### src/rtl/scfifo_flagged.sv
// ---------------------------------------------------------------------------
// scfifo_flagged
//   Single-clock FIFO with occupancy count, almost-full/almost-empty flags,
//   sticky overflow/underflow flags, synchronous flush and an optional
//   show-ahead (first-word-fall-through) read port.
//
// Ports
//   clk          : clock, all state changes on the rising edge
//   reset        : asynchronous active-high reset
//   sclr         : synchronous flush (empties FIFO, clears sticky flags)
//   data         : write data
//   wrreq        : write request
//   rdreq        : read request / pop of head in show-ahead mode
//   q            : read data
//   rdempty      : FIFO empty
//   wrfull       : FIFO full
//   usedw        : occupancy, 0..FIFO_DEPTH
//   almost_full  : usedw >= AF_THRESH
//   almost_empty : usedw <= AE_THRESH
//   overflow     : sticky, a write was dropped
//   underflow    : sticky, a read hit an empty FIFO
// ---------------------------------------------------------------------------
module scfifo_flagged #(
    parameter int DATA_WIDTH = 64,
    parameter int FIFO_DEPTH = 64,
    parameter int SHOWAHEAD  = 0,
    parameter int AF_THRESH  = FIFO_DEPTH - 8,
    parameter int AE_THRESH  = 8
) (
    input  logic                          clk,
    input  logic                          reset,
    input  logic                          sclr,
    input  logic [DATA_WIDTH-1:0]         data,
    input  logic                          wrreq,
    input  logic                          rdreq,
    output logic [DATA_WIDTH-1:0]         q,
    output logic                          rdempty,
    output logic                          wrfull,
    output logic [$clog2(FIFO_DEPTH):0]   usedw,
    output logic                          almost_full,
    output logic                          almost_empty,
    output logic                          overflow,
    output logic                          underflow
);

    localparam int AW = $clog2(FIFO_DEPTH);

    // Thresholds narrowed once to the counter width so all compares are
    // same-width; FIFO_DEPTH itself needs the extra bit of the counter.
    localparam logic [AW:0] DEPTH_CNT = FIFO_DEPTH[AW:0];
    localparam logic [AW:0] AF_CNT    = AF_THRESH[AW:0];
    localparam logic [AW:0] AE_CNT    = AE_THRESH[AW:0];

    logic [DATA_WIDTH-1:0] mem [FIFO_DEPTH];
    logic [AW:0]           wr_ptr;
    logic [AW:0]           rd_ptr;
    logic                  rd_ok;
    logic                  wr_ok;

    // All status flags come from the registered count only.
    assign rdempty      = (usedw == '0);
    assign wrfull       = (usedw == DEPTH_CNT);
    assign almost_full  = (usedw >= AF_CNT);
    assign almost_empty = (usedw <= AE_CNT);

    // A full FIFO can still take a write when a read frees a slot this cycle.
    assign rd_ok = rdreq && !rdempty;
    assign wr_ok = wrreq && (!wrfull || rd_ok);

    // Pointers, occupancy and sticky error flags. The pointer MSB is a wrap
    // bit; the low bits index memory and wrap naturally modulo the depth.
    always_ff @(posedge clk or posedge reset) begin
        if (reset) begin
            wr_ptr    <= '0;
            rd_ptr    <= '0;
            usedw     <= '0;
            overflow  <= 1'b0;
            underflow <= 1'b0;
        end else if (sclr) begin
            wr_ptr    <= '0;
            rd_ptr    <= '0;
            usedw     <= '0;
            overflow  <= 1'b0;
            underflow <= 1'b0;
        end else begin
            if (wr_ok) begin
                wr_ptr <= wr_ptr + 1'b1;
            end
            if (rd_ok) begin
                rd_ptr <= rd_ptr + 1'b1;
            end
            case ({wr_ok, rd_ok})
                2'b10:   usedw <= usedw + 1'b1;
                2'b01:   usedw <= usedw - 1'b1;
                default: usedw <= usedw;
            endcase
            if (wrreq && !wr_ok) begin
                overflow <= 1'b1;
            end
            if (rdreq && rdempty) begin
                underflow <= 1'b1;
            end
        end
    end

    // Storage array; deliberately not reset or flushed.
    always_ff @(posedge clk) begin
        if (!sclr && wr_ok) begin
            mem[wr_ptr[AW-1:0]] <= data;
        end
    end

    generate
        if (SHOWAHEAD == 0) begin : g_normal
            logic [DATA_WIDTH-1:0] q_reg;

            // Registered read port: head captured on an accepted read,
            // held otherwise (including on rejected reads).
            always_ff @(posedge clk or posedge reset) begin
                if (reset) begin
                    q_reg <= '0;
                end else if (sclr) begin
                    q_reg <= '0;
                end else if (rd_ok) begin
                    q_reg <= mem[rd_ptr[AW-1:0]];
                end
            end

            assign q = q_reg;
        end else begin : g_showahead
            // Head of queue presented directly; meaningless while empty.
            assign q = mem[rd_ptr[AW-1:0]];
        end
    endgenerate

endmodule

### config.mk
export PLATFORM = sky130hd
export DESIGN_NAME = scfifo_flagged
export DESIGN_NICKNAME = d
export VERILOG_FILES = /design/src/rtl/scfifo_flagged.sv
export SDC_FILE = /design/constraint.sdc
export NUM_CORES = 2
export LEC_CHECK = 0
export CAP_MARGIN = 10
export CELL_PAD_IN_SITES_DETAIL_PLACEMENT = 0
export CELL_PAD_IN_SITES_GLOBAL_PLACEMENT = 2
export CORE_MARGIN = 2
export CORE_UTILIZATION = 45
export CTS_CLUSTER_DIAMETER = 80
export CTS_CLUSTER_SIZE = 20
export DETAILED_ROUTE_END_ITERATION = 6
export PLACE_DENSITY = 0.69
export SETUP_SLACK_MARGIN = 0.3
export SYNTH_ARGS = -nofsm -noshare
export SYNTH_HDL_FRONTEND = slang
export SYNTH_SLANG_ARGS = --single-unit
### constraint.sdc
create_clock -name clk -period 23.9 [get_ports clk]
set_clock_uncertainty 0.1 [all_clocks]
set_input_delay 2.39 -clock clk [delete_from_list [all_inputs] [get_ports clk]]
set_output_delay 2.39 -clock clk [all_outputs]
set_load 0.02 [all_outputs]
**Word level (Yosys, flattened, before mapping)**

Memories as Yosys holds them, arrays and structs flattened.
Cells that the tools add are included.

- Memories: 1
- Register bits: 87
- Output and inout bits: 77
- Bits in writable memories: 4096
- Input port bits: 69

- Equality and inequality tests: 3
- Magnitude comparators: 2
- Add/sub/neg operators: 4
- Reduce and logical (&&, ||, !) cells: 16
- Muxes and demuxes: 14

Memories:

| name | depth | bits a word | rd ports | clocked after memory_dff | wr ports | RTL line | source |
|---|---|---|---|---|---|---|---|
| mem | 64 | 64 | 1 | 0 | 1 | 54 | `logic [DATA_WIDTH-1:0] mem [FIFO_DEPTH];` |

Operator list:

| operator | number |
|---|---|
| two-way mux 64 bit | 2 |
| two-way mux 7 bit | 5 |
| adder 7 x 1 -> 7 bit, second input constant | 3 |
| case mux 7 bit (2 select lines) | 1 |
| nonzero test 2 bit | 4 |
| equality test 7 bit, second input constant | 1 |
| greater-or-equal comparator 7 x 6 -> 1 bit, second input constant | 1 |
| less-or-equal comparator 7 x 4 -> 1 bit, second input constant | 1 |
| zero test 7 bit | 1 |
| subtractor 7 x 1 -> 7 bit, second input constant | 1 |
| two-way mux 1 bit | 6 |
| logical AND 1 bit | 5 |
| zero test 1 bit | 4 |
| nonzero test 3 bit | 1 |
| equality test 2 x 1 -> 1 bit, second input constant | 1 |
| equality test 2 bit, second input constant | 1 |
| logical OR 1 bit | 1 |

**Logic depth before layout (Yosys ltp)**

- Word-level depth: 9
- Mapped depth: 12

**Least setup slack after synthesis**

No wires, ideal clock.

- Path kind: input-to-reg
- Start: input port rdreq
- End: memory mem[48][0], enable pin
- Arrival: 9583 ps
- Stages on the path: 6
- Setup slack: 13570 ps
- Required time: 23154 ps
- Path buffers: 2
- Path through: clkbuf_1 -> o21ai_0 -> clkbuf_1 -> nor2_1 -> nand4b_1 -> nor4_1

- Word-level cells in the longest chain between the ends: 6

RTL lines:

| item | RTL line | source |
|---|---|---|
| start: declaration | 35 | `input logic rdreq,` |
| logical AND 1 bit | 67 | `assign rd_ok = rdreq && !rdempty;` |
| logical OR 1 bit | 68 | `assign wr_ok = wrreq && (!wrfull \|\| rd_ok);` |
| logical AND 1 bit | 68 |  |
| logical AND 1 bit | 108 | `if (!sclr && wr_ok) begin` |
| two-way mux 1 bit | 108 |  |
| two-way mux 1 bit (not written as such) | 109 | `mem[wr_ptr[AW-1:0]] <= data;` |
| end: declaration | 54 |  |

No other way between the ends.

**Worst setup path after layout**

- Start: register rd_ptr[0]
- End: register g_normal.q_reg[40] (netlist: q[40])

- Word-level cells in the longest chain between the ends: 3

RTL lines:

| item | RTL line | source |
|---|---|---|
| start: declaration | 56 | `logic [AW:0] rd_ptr;` |
| start signal: assignment | 90 | `rd_ptr <= rd_ptr + 1'b1;` |
| memory (64 x 64 bit) | - |  |
| two-way mux 64 bit | 124 | `end else if (rd_ok) begin` |
| two-way mux 64 bit | 122 | `end else if (sclr) begin` |
| end signal: assignment | 125 | `q_reg <= mem[rd_ptr[AW-1:0]];` |
| end: declaration | 115 | `logic [DATA_WIDTH-1:0] q_reg;` |

No other way between the ends. The select of a mux whose other input is x is not followed.
A chain may end at the register's enable or synchronous reset.

==> results.txt <==
Max Transition Viols Final - 0
Pre-CTS setup slack - 16660 ps
Reg2reg start - rd_ptr[0]$_DFFE_PP0P_
Multi-input logic area - 32350 sq um
Number of distinct library cells after synthesis - 56
Top post-synthesis cells by area - edfxtp_1, mux4_2, mux2i_1
I/O pin total - 146
Setup slack, reg-to-reg - 17620 ps
Root buffer cell - clkbuf_16
Hold wc startpoint - q[34]$_DFFE_PP0P_
RSZ-0062 raised after global routing - false
Hold crit path type - reg2reg
Synth warnings - 0
DRT iter0 DRCs - 8515
CP bufs+invs - 5
Post-cts sizing count - 0
Synthesis-stage register bit count - 4181
Wirelength per Cell - 35.78 microns
Vias in the first global route - 74710
PD cells - 89.46 nW/um^2
Final instance area - 173500 sq um
Setup TNS - 0 ps
H-tree depth reported by CTS - 4
Fin nets - 7198
Post-CTS Setup Bufs - 0
Synth top area share - 0.7742
Num CTS Buffers - 235
CP Class - reg2reg
Largest net degree at the start of global routing - 113
Vias/cell - 6.121
Hold Slack - 410.2 ps
Placed Area - 166600 sq um
Largest register FFs - 4096
Worst hold stages - 2
Final Cycle Share - 0.2626
Die width - 598.2 microns
Initial antenna violation count - 23
Post-Syn Instances - 6875
Gr usage total - 0.2409
Share of cells above drive strength 1 - 0.2312
TritonRoute pass-1 iters - 5
Worst setup SP type - flip-flop
P&R area growth vs syn - 9.223%
Row cnt - 218
Worst vdd ir - 73.90 uV
Total number of vias - 73760
Most frequent CP cell - buf_4
Clock Latency Late Sink - 940 ps
Seq. cell area - 125100 sq um
# DRC - 0
FMAX - 159.4 MHz
First-pass GRT wire length - 601.4 mm
Sequential area share after synthesis - 0.7875
Critical Path AT - 6980 ps
Starting Density - 0.4512
Synth Area per Inst - 23.11 sq um
Endpoints failing hold - 0
Clk sinks - 4181
Reg2Reg Capture Point - q[40]$_DFFE_PP0P_
Final total power - 15530 uW
Synth Cell Area - 158900 sq um
Rel. slew slack - 0.1392
Worst-path clk slew - 80 ps
Critical Path RT - 24610 ps
CP delay by family, top - buffers and inverters
Fillers - 28000
Crit-path cells - buf_4 -> buf_4 -> buf_4 -> buf_4 -> buf_4 -> mux4_2 -> mux2i_1 -> a22oi_1 -> nand3_1 -> nand3_1
Port bufs - 145
Clk buf depth - 4
Core footprint - 352100 sq um
Slowest stage delay, CP - 1010 ps
Lkg Pwr - 0.05104 uW
CTS Hold Bufs - 0
Crit path max fanout - 43
Hold EP - q[34]$_DFFE_PP0P_
Placer congestion estimate - 0.7831
R2R cell count - 10
Post-synth EDFFs - 4096
Die Ht - 598.2 microns
Run status - completed
Hpwl dp - 243.5 mm
Most used DFF post-synth - edfxtp_1
Count leader, synth - edfxtp_1
Crit. End Element - flip-flop
Setup violators final - 0
Max-cap violations - 0
CTS tree - done
Syn Nets - 6952
Synth cell count leaders - edfxtp_1, mux4_2, mux2i_1, clkbuf_1, nand3_1
Tmin final - 6275 ps
Grt ovf - 0
Full die area - 357800 sq um
Largest area contributor in the netlist - edfxtp_1
Worst-Margin Slew - 1291 ps
Antenna viol nets, final - 0
Drt total wl - 431.2 mm
CP max stage cell - dfrtp_4
Async set-or-reset flop fraction in the synthesized netlist - 0.02033
Setup WS post-layout - 17620 ps
-- layer usage --
layer	routed length, microns	track usage
met1	176900	0.3375
met2	215000	0.4029
met3	26580	0.02780
met4	12720	0.06647
met5	54	0
-- area by class of cell --
type	instances	area share
well taps	4730	0.03410
repair buffers	399	0.01826
inverters	9	0.0002235
multi-input cells	2295	0.1864
clock inverters	23	0.001529
diodes	7	0.0001009
clock buffers	407	0.03821
flip-flops and latches	4181	0.7211
-- metrics by stage --
step	utilization	std cells
3_5_place_dp	0.4730	11610
4_1_cts	0.4926	12040
6_report	0.4928	12050
2_1_floorplan	-	6875
5_1_grt	0.4928	12050
3_3_place_gp	0.4730	11610
-- tightest hold or removal path: cells and delay by family, from the launching register on --
| family | cells | cell delay [ps] |
|---|---|---|
| simple gates | 2 | 110 |
| flops | 1 | 370 |
-- power by group --
group	switching [uW]	internal, uW	total, uW
Clock	2350	1920	4270
Sequential	108	8090	8200
Combinational	1630	1430	3060
-- logic make-up (layout without fill, tap and decap cells) --
group | count (synthesis) | count (layout) | synth area share
AO/OA/AOI/OAI | 463 | 463 | 0.01922
XOR/XNOR | 13 | 13 | 0.0007166
adder cells (fa/ha/maj) | 8 | 8 | 0.0006772
buffers and inverters | 399 | 838 | 0.01262
flip-flops | 4181 | 4181 | 0.7875
multiplexers | 1378 | 1378 | 0.1667
other | 0 | 7 | 0
AND/OR/NAND/NOR | 433 | 433 | 0.01257
-- how the worst max path moves through the flow --
stage / cells after the start / startpoint / slack (ps) / endpoint
6_report: 10 / rd_ptr[0]$_DFFE_PP0P_ / 17620 / q[40]$_DFFE_PP0P_
5_1_grt: 10 / rd_ptr[0]$_DFFE_PP0P_ / 17100 / q[35]$_DFFE_PP0P_
2_1_floorplan: 6 / rdreq / 13570 / mem[48][0]$_DFFE_PP_
4_1_cts: 10 / rd_ptr[0]$_DFFE_PP0P_ / 17370 / q[40]$_DFFE_PP0P_
3_5_place_dp: 8 / rdreq / 16660 / mem[34][52]$_DFFE_PP_
3_3_place_gp: 8 / rdreq / 16710 / mem[32][52]$_DFFE_PP_
-- cells in the final DEF (no fill, tap or decap), types with 5 or more instances in the layout --
cell	count
o221ai_1	16
ha_1	7
dfrtp_1	80
mux4_2	1014
buf_12	10
buf_2	63
nor2_4	64
inv_6	5
mux2i_1	364
nand3b_1	6
a21oi_1	74
clkdlybuf4s50_1	82
inv_1	8
edfxtp_1	4096
nand3_1	151
nand2b_1	16
a22oi_1	106
a211oi_1	70
nand2_1	134
clkinv_2	6
or3_1	12
clkbuf_1	166
o21ai_1	29
dfrtp_4	5
diode_2	7
o21ai_0	19
xor2_1	9
o22ai_1	123
nor2_1	18
clkbuf_16	239
nor3_1	5
buf_4	244
Power figures use the tool's default switching activity.
